--- src/rtl/frame_receiver.sv ---
// Receive end of a framed stream: checks SOF/EOF structure against FRAME_LEN, re-hunts
// for SOF after loss of lock, and forwards payload through a 2-entry skid buffer.
module frame_receiver #(
    parameter int DW        = 16,
    parameter int FRAME_LEN = 1024,
    parameter int CW        = 16
) (
    input  logic          clk,
    input  logic          reset_n,
    input  logic          ce,
    input  logic [DW-1:0] tdata_s,
    input  logic          tvalid_s,
    output logic          tready_s,
    input  logic          tlast_s,
    input  logic          tuser_s,
    output logic [DW-1:0] tdata_m,
    output logic          tvalid_m,
    input  logic          tready_m,
    output logic          sof_m,
    output logic          eof_m,
    output logic          locked,
    output logic          frame_err,
    output logic [CW-1:0] err_cnt,
    input  logic          err_clr
);
    localparam int IW = (FRAME_LEN > 2) ? $clog2(FRAME_LEN) : 1;
    localparam logic [IW-1:0] LAST = IW'(FRAME_LEN - 1);

    typedef enum logic {HUNT = 1'b0, LOCK = 1'b1} state_t;

    // Handshake: a beat moves on either side only in a cycle where valid and ready are
    // both high at the rising edge; ready never depends on valid on the same side.
    state_t        state, state_nxt;
    logic [IW-1:0] cnt, cnt_nxt;
    logic          fwd, fwd_sof, fwd_eof, err_nxt;
    logic          accept, push, pop;
    logic          ready_q;
    logic [1:0]    count, count_nxt;
    logic          wr_ptr, rd_ptr;
    logic [DW+1:0] mem [2];

    assign tready_s = ready_q & ce;
    assign accept   = tvalid_s & tready_s & ce;
    assign push     = accept & fwd;
    assign pop      = tvalid_m & tready_m;
    assign tvalid_m = (count != 2'd0);
    assign {sof_m, eof_m, tdata_m} = mem[rd_ptr];
    assign locked   = (state == LOCK);

    always_comb begin
        state_nxt = state;
        cnt_nxt   = cnt;
        fwd       = 1'b0;
        fwd_sof   = 1'b0;
        fwd_eof   = 1'b0;
        err_nxt   = 1'b0;
        if (accept) begin
            case (state)
                HUNT: begin
                    if (tuser_s) begin
                        fwd       = 1'b1;
                        fwd_sof   = 1'b1;
                        cnt_nxt   = IW'(1);
                        state_nxt = LOCK;
                    end
                end
                default: begin
                    if (tuser_s && cnt != '0) begin
                        // short frame: resynchronise on the new SOF without losing lock
                        err_nxt = 1'b1;
                        fwd     = 1'b1;
                        fwd_sof = 1'b1;
                        cnt_nxt = IW'(1);
                    end else if (cnt == '0 && !tuser_s) begin
                        err_nxt   = 1'b1;
                        state_nxt = HUNT;
                    end else if (tlast_s && cnt != LAST) begin
                        err_nxt   = 1'b1;
                        fwd       = 1'b1;
                        fwd_sof   = (cnt == '0);
                        cnt_nxt   = '0;
                        state_nxt = HUNT;
                    end else if (cnt == LAST && !tlast_s) begin
                        err_nxt   = 1'b1;
                        fwd       = 1'b1;
                        fwd_eof   = 1'b1;
                        cnt_nxt   = '0;
                        state_nxt = HUNT;
                    end else begin
                        fwd     = 1'b1;
                        fwd_sof = (cnt == '0);
                        fwd_eof = (cnt == LAST);
                        cnt_nxt = (cnt == LAST) ? '0 : cnt + IW'(1);
                    end
                end
            endcase
        end
    end

    always_comb begin
        count_nxt = count;
        case ({push, pop})
            2'b10:   count_nxt = count + 2'd1;
            2'b01:   count_nxt = count - 2'd1;
            default: count_nxt = count;
        endcase
    end

    always_ff @(posedge clk or negedge reset_n) begin
        if (!reset_n) begin
            state     <= HUNT;
            cnt       <= '0;
            frame_err <= 1'b0;
            count     <= 2'd0;
            wr_ptr    <= 1'b0;
            rd_ptr    <= 1'b0;
            ready_q   <= 1'b0;
            mem[0]    <= '0;
            mem[1]    <= '0;
        end else begin
            state     <= state_nxt;
            cnt       <= cnt_nxt;
            frame_err <= err_nxt;
            count     <= count_nxt;
            // registered ready: at most one push per cycle, so ready when <2 leaves room
            ready_q   <= (count_nxt != 2'd2);
            if (push) begin
                mem[wr_ptr] <= {fwd_sof, fwd_eof, tdata_s};
                wr_ptr      <= ~wr_ptr;
            end
            if (pop) rd_ptr <= ~rd_ptr;
        end
    end

    always_ff @(posedge clk or negedge reset_n) begin
        if (!reset_n)                      err_cnt <= '0;
        else if (err_clr)                  err_cnt <= '0;
        else if (frame_err && err_cnt != '1) err_cnt <= err_cnt + CW'(1);
    end
endmodule

--- config.mk ---
export PLATFORM = sky130hd
export DESIGN_NAME = frame_receiver
export DESIGN_NICKNAME = d
export VERILOG_FILES = /design/src/rtl/frame_receiver.sv
export SDC_FILE = /design/constraint.sdc
export NUM_CORES = 1
export LEC_CHECK = 0
export ABC_AREA = 1
export CORE_UTILIZATION = 49
export DETAILED_ROUTE_END_ITERATION = 8
export GPL_ROUTABILITY_DRIVEN = 0
export PLACE_DENSITY = 0.79
export SLEW_MARGIN = 20
export SYNTH_ARGS = -nofsm -noshare
export SYNTH_HDL_FRONTEND = slang
export SYNTH_SLANG_ARGS = --single-unit
--- constraint.sdc ---
create_clock -name clk -period 2 [get_ports clk]
set_clock_uncertainty 0.05 [all_clocks]
set_input_delay 0.3 -clock clk [delete_from_list [all_inputs] [get_ports clk]]
set_output_delay 0.3 -clock clk [all_outputs]
set_load 0.05 [all_outputs]
==> flow_summary.yaml, run 1 <==
clock_tree:
  path_clk_slew_ps: 70
  cts_tree: "built"
  htreeDepth: 3
  clock_latency_ps: 340
  numCtsBuffers: 9
  cts-root-buf: "clkbuf_8"
  clock_sinks: 69
  cts_buffer_depth: 2
detailed_routing:
  dr_total_vias: 3602
  routed_wl_mm: 8.983
  post_drt_wl_per_cell_um: 12.78
  dr.pass1.iters: 6
  drcViolationCount: 0
  antenna_violating_nets_post_route: 0
  via_per_inst: 5.124
  drtIter0Drc: 169
worst_setup_path:
  reg2reg_to: "ready_q"
  ff2ff_path_depth: 13
  reg2reg_from: "cnt[0]"
  crit_path_end_kind: "flip-flop"
  setup.worst_path.end: "ready_q"
  startpoint: "cnt[0]"
  cp-start-kind: "flip-flop"
  cp.arrival_ps: 2140
  required_ps: 2160
  crit_type: "reg -> reg"
  rrSetupSlack_ps: 30
  critPathMaxFanout: 3
cells_and_area:
  final_cell_count_no_fill: 703
  area_growth_pct: 30.78
  multi_input_area_um2: 1822
  n_fill_cell: 617
  diodes: 0
  seq_area_um2: 1728
  final_layout_size_suffix_gt1_frac: 0.1921
  fin_util: 0.6752
  nets: 630
floorplanning:
  dieArea_um2: 8163
  ios: 62
  start_util: 0.5163
  dieHeight_um: 90.35
  core_area_um2: 7408
  rows: 31
  die_w_um: 90.35
timing:
  fin_hold_ws_ps: 394.7
  rsz0062_at_grt: "yes"
  maxSlewHeadroom: 0.6548
  drv_slew: 0
  worst_pin_slew_ps: 516.9
  finalCritPeriodShare: 0.9865
  setup_viol: 0
  max_freq_mhz: 506.9
  period_minus_slack_ps: 1973
  finalHoldViolCount: 0
yosys:
  synth.area.top_cells: "dfrtp_1, nand2_1, inv_1"
  syn-instance-count: 510
  synth_area_leader_cell: "dfrtp_1"
  synthDistinctLibCells: 32
  syn_area_um2: 3825
  yosys_warnings: 0
  yosysMostFrequentCell: "nand2_1"
  synth_commonest_cells: "nand2_1, dfrtp_1, inv_1, o21ai_1, nand3_1"
  avgSynthCellArea_um2: 7.500
  yosys_register_bits: 69
  ys_async_sr_fraction: 1.000
  synthesis.nets: 540
  synth_edf_count: 0
  synth_ff_type: "dfrtp_1"
  yosysSeqAreaShare: 0.4514
  yosys.area.top_type_share: 0.4514
grt:
  antenna_found_initial: 0
  grt_pass1_vias: 3343
  grt_pass1_wl_mm: 15.20
  gr-usage-all-layers: 0.2311
  grt-ovfl-total: 0
  grt_max_degree: 47
worst_hold_path:
  hp-class: "in -> async"
power_and_ir_drop:
  vdd_drop_max_mv: 1.097
  power_density_nw_per_um2: 1248
  p_leak_nw: 2.662
  p_total_w: 0.006244
placement:
  portBuffers: 61
  placedCellCount: 682
  place_hpwl_mm: 6.258
run_status:
  run_status: "finished, final reports clean"
run:
  maxCapViolCount: 0
metal layers:
metal  wire (um)  part of all wire  up-vias  global-route usage
met4          85            0.0095        0             0.05242
met2        4435              0.49      126              0.3989
li1            -                 -     1798                   -
met3         542             0.060       10             0.05976
met1        3919              0.44     1668              0.2907
met5           0                 0        -                   0
cells by family after synthesis:
| group | count (synthesis) | synth area share |
|---|---|---|
| AO/OA/AOI/OAI | 60 | 0.08734 |
| XOR/XNOR | 7 | 0.01603 |
| adder cells (fa/ha/maj) | 6 | 0.01963 |
| buffers and inverters | 82 | 0.09355 |
| flip-flops | 69 | 0.4514 |
| AND/OR/NAND/NOR | 286 | 0.3320 |
power by group:
part           switching, W  leakage [nW]  total (W)  internal (W)
clock network      0.000531        0.0886    0.00110      0.000573
logic               0.00201          1.67    0.00307       0.00107
registers          0.000268         0.901    0.00207       0.00180
sequential cells by signal, summed over array words and instances (netlist names):
signal	cells
wr_ptr	1
count	2
frame_err	1
err_cnt	16
cnt	10
ready_q	1
rd_ptr	1
locked	1
mem	36
metrics by stage:
step | setup slack (ps) | TNS (ps) | area, um^2
6_report | 27.04 | 0 | 5002
5_1_grt | -117.6 | -335.0 | 5002
4_1_cts | 1.986 | 0 | 4915
3_5_place_dp | -212.4 | -2304 | 4700
3_3_place_gp | -139.7 | -858.2 | 4700
2_1_floorplan | -31.95 | -63.90 | 3859
critical path, cell delays in order, from the launching register on:
cell and delay (ps):
dfrtp_1 410, inv_2 90, ha_4 140, nand2_2 50, nor2_2 110, nand3_2 90, nand2_2 100, nand2_4 50
inv_4 50, ha_4 190, a21oi_2 130, o21ai_2 70, xor2_1 200, nand3_1 110
area by class of cell:
| type | instances | share of cell area |
|---|---|---|
| clock buffers | 10 | 0.02551 |
| inverters | 68 | 0.05303 |
| flip-flops and latches | 69 | 0.3454 |
| well taps | 99 | 0.02476 |
| multi-input cells | 360 | 0.3642 |
| repair buffers | 92 | 0.1746 |
| clock inverters | 5 | 0.01251 |
cells in the final DEF, fill, tap and decap left out, types with 9 or more instances in the layout:
cell type / synthesis / routed
buf_4: 5 / 45
clkbuf_8: 0 / 9
clkdlybuf4s50_1: 0 / 29
dfrtp_1: 69 / 68
inv_1: 64 / 58
nand2_1: 177 / 173
nand3_1: 33 / 33
nand4_1: 17 / 17
nor2_1: 32 / 27
o21ai_1: 34 / 35
what timing repair did:
action	CTS	global route
endpoints found under the hold margin	17	0
gates resized for setup	6	22
endpoints found under the setup margin	12	55
gates cloned	0	1
setup buffers	2	2
hold buffers	1	0
pin swaps	2	11
how the worst min path moves through the flow:
stage / startpoint / to / slack, ps / cells after the start
floorplan: reset_n / cnt[0] / -50 / 0
finish: reset_n / locked / 390 / 2
global route: reset_n / mem[19] / 430 / 2
detailed placement: reset_n / cnt[8] / 230 / 1
CTS: reset_n / mem[16] / 400 / 2
global placement: reset_n / cnt[8] / 220 / 1
Note: power is estimated with default switching activity, not from simulation.
==> run 2: changes to the inputs <==
- CAP_MARGIN: not set -> 10
- SKIP_LAST_GASP: not set -> 1
==> run 2 against run 1 <==
  * Wire length shrank 0.57%
  * Worst setup slack better by 14 ps
  * Via count down 1.2%
  * Final cell count is the same
  * Global-route usage barely moved
  * First-iteration DRC count shrank 3.0%
==> flow_summary.yaml, run 2 (synthesis results as in run 1) <==
floorplanning:
  dieArea_um2: 8163
  core_area_um2: 7408
  die_w_um: 90.35
  ios: 62
  start_util: 0.5163
  rows: 31
  dieHeight_um: 90.35
worst_setup_path:
  reg2reg_from: "cnt[0]"
  crit_type: "reg -> reg"
  required_ps: 2160
  startpoint: "cnt[0]"
  critPathMaxFanout: 3
  cp_slowest_cell: "dfrtp_1"
  cp.arrival_ps: 2120
  path_cells: "inv_2 -> ha_4 -> nand2_2 -> nor2_2 -> nand3_2 -> nand2_2 -> nand2_4 -> inv_4 -> ha_4 -> a21oi_2 -> o21ai_2 -> xor2_1 -> nand3_1"
  crit_path_end_kind: "flip-flop"
  cp-start-kind: "flip-flop"
  crit_path_max_incr_delay_ps: 420
power_and_ir_drop:
  p_int_w: 0.003437
  swShare: 0.4488
  clockPowerShare: 0.177
  p_total_w: 0.006236
  power_density_nw_per_um2: 1247
  vdd_drop_max_mv: 1.097
  p_leak_nw: 2.639
  p_seq_frac: 0.331
  p_switching_w: 0.002799
  pwr-share-comb: 0.492
cells_and_area:
  n_fill_cell: 613
  fin_util: 0.6751
  top_register: "mem"
  layout_commonest_cell: "nand2_1"
  nets: 630
  area_growth_pct: 30.75
  final_layout_size_suffix_gt1_frac: 0.1954
  multi_input_area_um2: 1823
  largest_register_ffs: 36
  diodes: 0
  seq_area_um2: 1728
  top_regs: "mem: 36 flops, err_cnt: 16 flops, cnt: 10 flops"
  most-common-layout-cells: "nand2_1, dfrtp_1, inv_1"
clock_tree:
  cts-root-buf: "clkbuf_8"
  cts_buffer_depth: 2
  clock_sinks: 69
  cts_tree: "built"
  clock_latency_ps: 340
  htreeDepth: 3
  path_clk_slew_ps: 80
  numCtsBuffers: 9
grt:
  gr-usage-all-layers: 0.2309
  antenna_found_initial: 0
  grt_pass1_wl_mm: 15.18
  grt_max_degree: 47
  grt-ovfl-total: 0
  grt_pass1_vias: 3338
detailed_routing:
  drcViolationCount: 0
  via_per_inst: 5.064
  post_drt_wl_per_cell_um: 12.71
  dr.pass1.iters: 4
  drtIter0Drc: 164
  routed_wl_mm: 8.932
  antenna_violating_nets_post_route: 0
  dr_total_vias: 3560
timing:
  setup_viol: 0
  period_minus_slack_ps: 1959
  finalWorstSetupSlack_ps: 40.73
  finalCritPeriodShare: 0.9796
  finalSetupTns_ps: 0
  maxSlewHeadroom: 0.6548
  max_freq_mhz: 510.4
  rsz0062_at_grt: "yes"
  worst_pin_slew_ps: 516.9
  drv_slew: 0
  fin_hold_ws_ps: 398.6
  finalHoldViolCount: 0
placement:
  dp_slack_ps: -212.4
  portBuffers: 61
  place_hpwl_mm: 6.258
run:
  maxCapViolCount: 0
worst_hold_path:
  hp-class: "in -> async"
run_status:
  run_status: "finished, final reports clean"
[run 2: cell type report]
type	count	share of cell area
Clock buffer	10	0.02552
Tap cell	99	0.02477
Multi-Input combinational cell	360	0.3645
Timing Repair Buffer	92	0.1741
Inverter	68	0.05304
Sequential cell	69	0.3455
Clock inverter	5	0.01251
[run 2: repair_timing]
| action | 4_1_cts | 5_1_grt |
|---|---|---|
| resized for setup | 5 | 24 |
| buffers inserted | 2 | 2 |
| pin swaps | 1 | 12 |
| hold endpoints to repair | 17 | 0 |
| hold buffers | 1 | 0 |
| setup endpoints to repair | 12 | 65 |
| cloned | 0 | 1 |
[run 2: power by group through the flow]
stage | Sequential (W) | Combinational (W) | Clock (W)
6_report | 0.00207 | 0.00307 | 0.00110
5_1_grt | 0.00212 | 0.00333 | 0.00119
4_1_cts | 0.00205 | 0.00299 | 0.00114
3_5_place_dp | 0.00208 | 0.00296 | 0
3_3_place_gp | 0.00205 | 0.00288 | 0
2_1_floorplan | 0.00206 | 0.00199 | 0
[run 2: critical path: cells and delay by family (launching register included)]
| kind | cells | cell delay [ps] |
|---|---|---|
| AND/OR/NAND/NOR | 6 | 490 |
| flip-flops | 1 | 420 |
| adder cells (fa/ha/maj) | 2 | 330 |
| XOR/XNOR | 1 | 210 |
| AO/OA/AOI/OAI | 2 | 190 |
| buffers and inverters | 2 | 140 |
[run 2: path summary, 6_finish.rpt]
check / endpoint / slack [ps] / cells after the start
max: ready_q / 40 / 13
min: mem[16] / 400 / 2
max reg2reg: ready_q / 40 / 13
min reg2reg: mem[17] / 440 / 2
max in group asynchronous: mem[8] / 740 / 4
min in group clk: mem[17] / 440 / 2
[run 2: routing by layer]
layer  vias to the layer above  GRT usage  part of all wire
met5                         -          0                 0
met4                         0    0.05242            0.0087
met3                         9    0.05976             0.044
met2                        94     0.4001              0.50
met1                      1658     0.2891              0.45
li1                       1799          -                 -
[run 2: per-stage QoR]
step | instance area [um^2] | instances
2_1_floorplan | 3859 | 510
4_1_cts | 4912 | 700
6_report | 5001 | 703
3_3_place_gp | 4700 | 682
3_5_place_dp | 4700 | 682
5_1_grt | 5001 | 703
==> run 3: changes to the inputs <==
- PLACE_DENSITY: 0.79 -> 0.85
- TNS_END_PERCENT: not set -> 10
==> run 3 against run 2 <==
  * The flow now finishes with violations (negative setup slack)
  * Wire length up 3.0%
  * Hold slack got worse by 34 ps
  * Final cell count down 0.43%
  * First-iteration DRC count increased by 8.5%
  * Largest cell class unchanged
  * Largest power group unchanged
  * Highest routed layer unchanged
==> flow_summary.yaml, run 3 (synthesis results as in run 1) <==
run_status:
  run_status: "complete, but fails checks"
  violations: "negative setup slack"
power_and_ir_drop:
  power_density_nw_per_um2: 1257
  p_seq_frac: 0.331
  p_total_w: 0.006213
  p_switching_w: 0.002785
  pwr-share-comb: 0.485
  p_leak_nw: 2.505
  swShare: 0.4483
  clockPowerShare: 0.184
  vdd_drop_max_mv: 1.170
  p_int_w: 0.003428
worst_setup_path:
  crit_cells: 1
  startpoint: "err_cnt[6]"
  path_cells: "clkdlybuf4s50_1"
  reg2reg_to: "count[1]"
  crit_buf_inv: 1
  setup.worst_path.end: "err_cnt[6]"
  rrSetupSlack_ps: -20
  cp_slowest_cell: "clkdlybuf4s50_1"
  cp.arrival_ps: 1690
  crit_path_end_kind: "output port"
  critPathMaxFanout: 6
  crit_type: "reg -> out"
  reg2reg_from: "cnt[0]"
  cp-start-kind: "flip-flop"
  ff2ff_path_depth: 13
  required_ps: 1650
  crit_path_max_incr_delay_ps: 850
  crit_family: "buffers and inverters"
clock_tree:
  cts_tree: "built"
  cts-root-buf: "clkbuf_8"
  cts_buffer_depth: 2
  numCtsBuffers: 9
  clock_latency_ps: 350
  clock_sinks: 69
  htreeDepth: 3
  path_clk_slew_ps: 80
cells_and_area:
  layout_commonest_cell: "nand2_1"
  area_growth_pct: 29.28
  diodes: 0
  fin_util: 0.6675
  top_register: "mem"
  final_layout_size_suffix_gt1_frac: 0.1864
  largest_register_ffs: 36
  most-common-layout-cells: "nand2_1, dfrtp_1, inv_1"
  n_fill_cell: 597
  top_regs: "mem: 36 flops, err_cnt: 16 flops, cnt: 10 flops"
  nets: 626
placement:
  place_hpwl_mm: 6.474
  dp_slack_ps: -239.3
  portBuffers: 61
detailed_routing:
  antenna_violating_nets_post_route: 0
  via_per_inst: 5.253
  drtIter0Drc: 178
  routed_wl_mm: 9.197
  dr.pass1.iters: 6
  dr_total_vias: 3677
  drcViolationCount: 0
  post_drt_wl_per_cell_um: 13.14
grt:
  gr-usage-all-layers: 0.2378
  grt-ovfl-total: 0
  antenna_found_initial: 0
  grt_max_degree: 39
  grt_pass1_wl_mm: 15.58
  grt_pass1_vias: 3476
timing:
  finalWorstSetupSlack_ps: -36.67
  finalCritPeriodShare: 1.018
  setup_viol: 6
  worst_pin_slew_ps: 497.6
  max_freq_mhz: 491.0
  rsz0062_at_grt: "yes"
  maxSlewHeadroom: 0.6672
  drv_slew: 0
  period_minus_slack_ps: 2037
  finalHoldViolCount: 0
floorplanning:
  die_w_um: 90.35
  rows: 31
  core_area_um2: 7408
  dieArea_um2: 8163
  ios: 62
  start_util: 0.5163
  dieHeight_um: 90.35
worst_hold_path:
  hp-class: "in -> async"
run:
  maxCapViolCount: 0
==> run 3: cell count changes in the layout (fill, tap and decap cells not counted), moves of 3 or more <==
cell,change
clkdlybuf4s50_1,+8
dlymetal6s2s_1,-5
dlygate4sd2_1,-4
clkinv_2,+3
==> run 3: worst register-to-register path: cells and delay by family (launching register included) <==
kind / cells / cell delay [ps]
simple gates: 5 / 440
flops: 1 / 400
fa+ha+maj: 2 / 370
buf+inv: 3 / 290
compound gates: 2 / 210
xor+xnor: 1 / 160
==> run 3: layer usage <==
layer | vias up | track usage | routed length [um]
li1 | 1795 | - | -
met1 | 1706 | 0.2946 | 3846
met2 | 147 | 0.3906 | 4415
met3 | 29 | 0.06061 | 668
met4 | 0 | 0.1089 | 266
met5 | - | 0 | 0
==> run 3: how the worst min path moves through the flow <==
stage / from / to
5_1_grt: reset_n / cnt[8]
3_5_place_dp: reset_n / count[0]
6_report: reset_n / locked
2_1_floorplan: reset_n / cnt[0]
3_3_place_gp: reset_n / count[0]
4_1_cts: reset_n / cnt[8]
==> run 3: power by group through the flow <==
stage	Combinational [W]	Sequential, W	Clock, W
after global routing	0.00325	0.00211	0.00123
after detailed placement	0.00294	0.00207	0
after floorplan	0.00199	0.00206	0
after global placement	0.00287	0.00204	0
final	0.00302	0.00206	0.00114
after CTS	0.00295	0.00205	0.00116
==> run 3: repair_timing <==
action                                  CTS  global route
gates cloned                              0             1
endpoints found under the hold margin    14             0
pin swaps                                 1             2
setup buffers                             0             3
gates resized for setup                   1            15
hold buffers                              1             0
endpoints found under the setup margin   33            56
==> run 3: per-stage QoR <==
stage	setup TNS [ps]	std cells	area (um^2)	hold slack [ps]
2_1_floorplan	-63.90	510	3859	-45.59
3_3_place_gp	-442.4	679	4662	211.0
3_5_place_dp	-1674	679	4662	215.0
4_1_cts	-206.7	696	4866	367.2
5_1_grt	-2330	700	4945	393.8
6_report	-109.1	700	4945	364.6
==> run 3: layout make-up <==
type | count | area (um^2) | share of cell area
multi-input cells | 360 | 1817 | 0.3674
clock inverters | 4 | 47.55 | 0.009615
flip-flops and latches | 69 | 1730 | 0.3499
well taps | 99 | 123.9 | 0.02505
inverters | 68 | 262.8 | 0.05314
repair buffers | 88 | 818.3 | 0.1655
clock buffers | 12 | 145.1 | 0.02935
==> patch 1, RTL diff (settings of run 2) <==
Put one more register stage on the output `err_cnt`, without a reset. The value now appears one clock later. The other outputs are not delayed to match.
--- a/src/rtl/frame_receiver.sv
+++ b/src/rtl/frame_receiver.sv
@@ -27,6 +27,8 @@
     localparam logic [IW-1:0] LAST = IW'(FRAME_LEN - 1);
 
     typedef enum logic {HUNT = 1'b0, LOCK = 1'b1} state_t;
+
+    logic [CW-1:0] err_cnt_s0;
 
     // Handshake: a beat moves on either side only in a cycle where valid and ready are
     // both high at the rising edge; ready never depends on valid on the same side.
@@ -133,9 +135,13 @@
     end
 
     always_ff @(posedge clk or negedge reset_n) begin
-        if (!reset_n)                      err_cnt <= '0;
-        else if (err_clr)                  err_cnt <= '0;
-        else if (frame_err && err_cnt != '1) err_cnt <= err_cnt + CW'(1);
+        if (!reset_n)                      err_cnt_s0 <= '0;
+        else if (err_clr)                  err_cnt_s0 <= '0;
+        else if (frame_err && err_cnt_s0 != '1) err_cnt_s0 <= err_cnt_s0 + CW'(1);
     end
+    always_ff @(posedge clk) begin
+        err_cnt <= err_cnt_s0;
+    end
+
 endmodule
 
Check against the original RTL: not equivalent (a bounded check fails within 10 cycles, from zero or initial values and one cycle with reset_n low).
==> patch 1 against run 2 <==
  * Power increased by 9.4%
  * Routed wire length increased by 6.9%
  * Sequential cell count increased by 16
  * Final area increased by 6.3%
  * Non-clock buffer count decreased by 13
  * Count of clock-buffer cells in the layout increased by 1
  * First-iteration DRC count increased by 21%
  * Global-route usage decreased by 0.39 points
  * Largest power group unchanged
  * Critical path type is now flop to output pin
  * Largest cell class is now registers
  * Synthesized cell count decreased by 0.78%
  * Die area increased by 10%
  * Synthesized area increased by 11%
  * Setup slack got worse by 29 ps
==> patch 1: results (changes against run 2) <==
outcome finished, final reports clean; number of antenna violations at the first check in global routing 0 (unchanged); crit-path leading delay family buffers and inverters; Detailed Place HPWL 6440 um (+2.9%); Clock Tree Root sky130_fd_sc_hd__clkbuf_8; post-synthesis adder-cell area fraction 1.78% (-0.19 points); Crit path largest cell delay 840 ps (+420 ps); largest net degree at the start of global routing 70 (+49%); DR WL/cell 13.8 um (+8.3%); share of final-layout standard cells stronger than drive strength 1 24.8% (+5.3 points); wire length of the first global-routing pass 15800 um (+4.3%); area fraction in compound gates after synthesis 11.3% (+2.5 points); headroom to the max-slew limit 66.5% (+1.0 points); cell with the largest stage delay on the worst path sky130_fd_sc_hd__clkdlybuf4s50_1; registers with the most flip-flops mem: 36 flops, err_cnt: 16 flops, err_cnt_s0: 16 flops; Async S/R FF share, synth 81.2% (-19 points); net switching fraction of the power 44.7% (-0.17 points); cell types with the highest counts after synthesis sky130_fd_sc_hd__nand2_1 (151), sky130_fd_sc_hd__dfrtp_1 (69), sky130_fd_sc_hd__inv_1 (60); max-slew violation count 0 (unchanged); Starting DRT DRC Count 198 (+21%); Detailed Routing Iterations Pass 1 5 (+1); xor and xnor fraction of the mapped netlist area 1.86% (+0.26 points); number of nets in the synthesized netlist 536 (-0.74%); kind of path behind the tightest hold check flop to flop; VDD IR max 0.612 mV (-44%); Seq/Total Area, Yosys 48.4% (+3.3 points); leakage power summed over all cells 0.00251 uW (-4.7%); source-to-sink clock delay at the later pin of the worst-skew pair 360 ps (+20 ps); overall via count from detail_route 3605 (+1.3%); overall routing resource usage 22.7% (-0.39 points); via count of the first global-routing pass 3533 (+5.8%); total of warnings raised by yosys 0 (unchanged); final net count 614 (-2.5%); Area contributors post-synth sky130_fd_sc_hd__dfrtp_1 (41%), sky130_fd_sc_hd__nand2_1 (13%), sky130_fd_sc_hd__dfxtp_1 (7.6%), sky130_fd_sc_hd__o21ai_2 (7.0%), sky130_fd_sc_hd__inv_1 (5.3%); number of library cell types mapped by synthesis 36 (+13%)
## patch 1: cell count changes in the layout (fill, tap and decap cells not counted), sizes merged, moves of 4 or more
cell                  run 2  this run
nand2                   184       167
dfxtp                     0        16
buf                      52        39
clkdlybuf4s50            30        39
dlymetal6s2s              5         0
dlygate4sd2               4         0
o31ai                     0         4
## patch 1: logic make-up (layout without fill, tap and decap cells)
family / after synthesis / after routing
AND/OR/NAND/NOR: 261 / 262
flip-flops: 85 / 85
buffers and inverters: 79 / 161
AO/OA/AOI/OAI: 66 / 66
XOR/XNOR: 9 / 9
adder cells (fa/ha/maj): 6 / 6
## patch 1: worst paths after layout
path                                 end  slack, ps            from  depth (start not counted)
setup / recovery               frame_err         10       frame_err                          1
hold / removal               err_cnt[11]        370  err_cnt_s0[11]                          0
setup reg to reg                 ready_q         10          cnt[0]                         13
hold reg to reg              err_cnt[11]        370  err_cnt_s0[11]                          0
max in group asynchronous         cnt[5]       1150         reset_n                          3
min in group asynchronous  err_cnt_s0[6]        430         reset_n                          3
## patch 1: metrics by stage
stage	cells	hold slack [ps]	setup slack, ps	utilization, %	cell area [um2]
detailed placement	675	304	-315	60.3	5000
global route	694	375	-80.2	64.1	5320
floorplan	506	-45.6	-12.9	-	4270
global placement	675	299	-184	60.3	5000
CTS	694	369	-19.1	63.1	5240
finish	694	372	11.4	64.1	5320
## patch 1: metal layers
| metal | vias to the layer above | wire length (um) | track usage (%) |
|---|---|---|---|
| met3 | 18 | 502 | 3.38 |
| li1 | 1770 | - | - |
| met2 | 114 | 4880 | 38.4 |
| met4 | 0 | 168 | 9.22 |
| met5 | - | 0 | 0 |
| met1 | 1703 | 4000 | 29.1 |
## patch 1: what timing repair did
action | 4_1_cts | 5_1_grt
hold endpoints to repair | 69 | 0
setup buffers | 1 | 0
cloned | 1 | 0
pin swaps | 5 | 9
setup endpoints to repair | 3 | 24
hold buffers | 1 | 0
resized for setup | 4 | 24
## patch 1: cell type report
cell class | instances | area, um2
fill | 687 | 2980
sequential | 85 | 2050
multi-input combinational | 343 | 1960
timing repair buffer | 79 | 728
inverter | 66 | 260
clock buffer | 11 | 131
tap | 105 | 131
clock inverter | 5 | 60.1
## patch 1: power by group through the flow
stage                     registers [uW]  logic [uW]  clock network [uW]
after floorplan                     2410        2210                   0
after global placement              2380        3020                   0
after detailed placement            2400        3070                   0
after CTS                           2370        3160                1230
after global routing                2450        3480                1300
final                               2390        3220                1210
==> patch 2, RTL diff (config.mk and constraints of run 2) <==
Without the edit above. `FRAME_LEN`: 1024 -> 2048.
--- a/src/rtl/frame_receiver.sv
+++ b/src/rtl/frame_receiver.sv
@@ -2,7 +2,7 @@
 // for SOF after loss of lock, and forwards payload through a 2-entry skid buffer.
 module frame_receiver #(
     parameter int DW        = 16,
-    parameter int FRAME_LEN = 1024,
+    parameter int FRAME_LEN = 2048,
     parameter int CW        = 16
 ) (
     input  logic          clk,
Formal check against the unedited RTL: same outputs for any inputs over 4 cycles, from zero or initial values and one cycle with reset_n low; that may be too few to reach the edited logic, so the function may still have changed.
==> patch 2 against run 2 <==
  * Sequential cell count up 1
  * Synthesized area shrank 1.2%
  * Final area increased by 4.0%
  * Routed wire length grew 1.0%
  * First-iteration DRC count grew 20%
  * Setup slack gained 12 ps
  * Sequential share of layout area fell by 0.78 points
  * Non-clock buffer count down 1
  * Combinational power grew 21%
  * Count of clock-buffer cells in the layout increased by 1
  * Critical path depth decreased by 2
  * Sequential power about the same
  * Clock power up 17%
  * Power is 14% higher
  * Critical endpoint is now mem[35]
  * Highest routed layer unchanged
==> patch 2: results (changes against run 2) <==
outcome finished, final reports clean; number of library cell types mapped by synthesis 32 (unchanged); number of fill cells in the layout 559 (-8.8%); largest net degree at the start of global routing 71 (+51%); length of routed met3 wiring 423 um (+6.5%); wire length of the first global-routing pass 15000 um (-1.1%); met2 wirelength from detailed routing 4580 um (+2.6%); Area contributors post-synth sky130_fd_sc_hd__dfrtp_1 (46%), sky130_fd_sc_hd__nand2_1 (17%), sky130_fd_sc_hd__inv_1 (5.8%), sky130_fd_sc_hd__o21ai_1 (4.9%), sky130_fd_sc_hd__nor2_1 (3.6%); beginning of the worst register-to-register path cnt[0]; worst-path fanout max 4 (+1); final net count 617 (-2.1%); kind of path behind the tightest hold check primary input to async pin; number of buffers created by CTS 9 (unchanged); cell types with the highest counts after synthesis sky130_fd_sc_hd__nand2_1 (169), sky130_fd_sc_hd__dfrtp_1 (70), sky130_fd_sc_hd__inv_1 (58); worst slack at placement -213 ps (-0.355 ps); VDD IR max 0.508 mV (-54%); Crit path largest cell delay 360 ps (-60 ps); cell with the largest stage delay on the worst path sky130_fd_sc_hd__dfrtp_1; number of nets in the synthesized netlist 528 (-2.2%); Detailed Routing Iterations Pass 1 5 (+1); destination of the worst register-to-register timing path mem[35]; number of antenna violations at the first check in global routing 0 (unchanged); Clock Tree Root sky130_fd_sc_hd__clkbuf_8; antenna diode instance count 0 (unchanged); leakage power summed over all cells 0.00269 uW (+2.0%); detailed-routing wirelength on met1 3910 um (-1.8%); overall via count from detail_route 3549 (-0.31%); capturing element type of the critical path flop; total of warnings raised by yosys 0 (unchanged); count of buffers inserted at the top-level ports 61 (unchanged); Starting DRT DRC Count 196 (+20%); Crit path arrival time 2130 ps; Int Pwr 4140 uW (+20%); Detailed Place HPWL 6190 um (-1.0%); source-to-sink clock delay at the later pin of the worst-skew pair 350 ps; overall routing resource usage 23.1% (about the same); final setup slack of the worst path 53.2 ps (+12.4 ps); registers with the most flip-flops mem: 36 flops, err_cnt: 16 flops, cnt: 11 flops; slew of the pin with the lowest slew margin 520 ps (+2.92 ps); Async S/R FF share, synth 100% (unchanged); total number of H-tree levels 3 (unchanged); deepest clock path buffer count 2 (unchanged); clock transition time at the flip-flop clock pins of the worst setup and hold paths 90 ps; via count of the first global-routing pass 3341 (+0.090%); share of final-layout standard cells stronger than drive strength 1 19.4% (-0.11 points); DR WL/cell 13.1 um (+2.8%); highest metal layer with signal wires met4; Seq/Total Area, Yosys 46.4% (+1.2 points); crit-path leading delay family simple AND/OR/NAND/NOR gates; Worst Path Class, Setup flop to flop; R2R setup slack 50 ps; count of cells along the worst register-to-register path 11 (-2)
==> patch 2: changes by cell type in the layout (fill, tap and decap cells not counted), sizes merged, moves of 3 or more <==
cell and delta:
dlygate4sd2 -3, dlymetal6s2s +4, inv -4, nand2 -6, nand3 -7, nand4 -3
nor2 +3, o21ai +5
==> patch 2: logic make-up after synthesis <==
family / synth area share, %
XOR/XNOR: 1.16
buffers and inverters: 9.30
flip-flops: 46.4
adder cells (fa/ha/maj): 1.99
AND/OR/NAND/NOR: 32.2
AO/OA/AOI/OAI: 9.01
==> patch 2: repair_timing <==
item | in CTS | in global routing
pin swaps | 1 | 9
gates resized for setup | 2 | 32
endpoints found under the setup margin | 2 | 41
hold buffers | 1 | 0
buffers inserted | 3 | 4
endpoints found under the hold margin | 70 | 0
==> patch 2: power groups by stage <==
stage	clock [uW]	combinational (uW)	sequential (uW)
2_1_floorplan	0	2030	2120
3_3_place_gp	0	3510	2070
3_5_place_dp	0	3600	2100
4_1_cts	1300	3660	2060
5_1_grt	1370	3980	2120
6_report	1290	3730	2070
==> patch 2: layer usage <==
metal / GRT usage, % / vias to the layer above
met4: 8.88 / 0
met5: 0 / -
met1: 29.4 / 1665
li1: - / 1765
met3: 4.65 / 14
met2: 38.8 / 105
==> patch 2: layout make-up <==
cell class / count / share of cell area (%)
Sequential cell: 70 / 33.8
Tap cell: 99 / 2.38
Timing Repair Buffer: 91 / 20.7
Clock buffer: 11 / 2.72
Multi-Input combinational cell: 352 / 34.1
Inverter: 63 / 4.74
Clock inverter: 5 / 1.56
==> patch 2: how the worst min path moves through the flow <==
stage	startpoint	endpoint	slack, ps
3_5_place_dp	reset_n	err_cnt[2]	300
6_report	reset_n	err_cnt[1]	440
5_1_grt	mem[12]	mem[12]	460
3_3_place_gp	reset_n	err_cnt[2]	300
4_1_cts	mem[5]	mem[5]	450
2_1_floorplan	reset_n	cnt[0]	-50
==> patch 2: worst reg2reg max path, stage by stage, from the launching register on <==
cell and delay [ps]:
sky130_fd_sc_hd__dfrtp_1 360, sky130_fd_sc_hd__buf_4 120, sky130_fd_sc_hd__ha_1 170, sky130_fd_sc_hd__nand2_2 80, sky130_fd_sc_hd__nor2_4 150, sky130_fd_sc_hd__nand3_4 120, sky130_fd_sc_hd__ha_4 210, sky130_fd_sc_hd__inv_1 110
sky130_fd_sc_hd__nand3_1 110, sky130_fd_sc_hd__o21ai_1 160, sky130_fd_sc_hd__buf_4 130, sky130_fd_sc_hd__o21ai_1 60
==> patch 2: through the flow <==
stage          util [%]  instances  cell area (um2)  TNS [ps]
2_1_floorplan         -        498             3810         0
3_3_place_gp       65.3        667             4810     -1660
3_5_place_dp       65.3        667             4810     -3160
4_1_cts            68.8        687             5070     -3.86
5_1_grt            70.5        691             5200      -342
6_report           70.5        691             5200         0
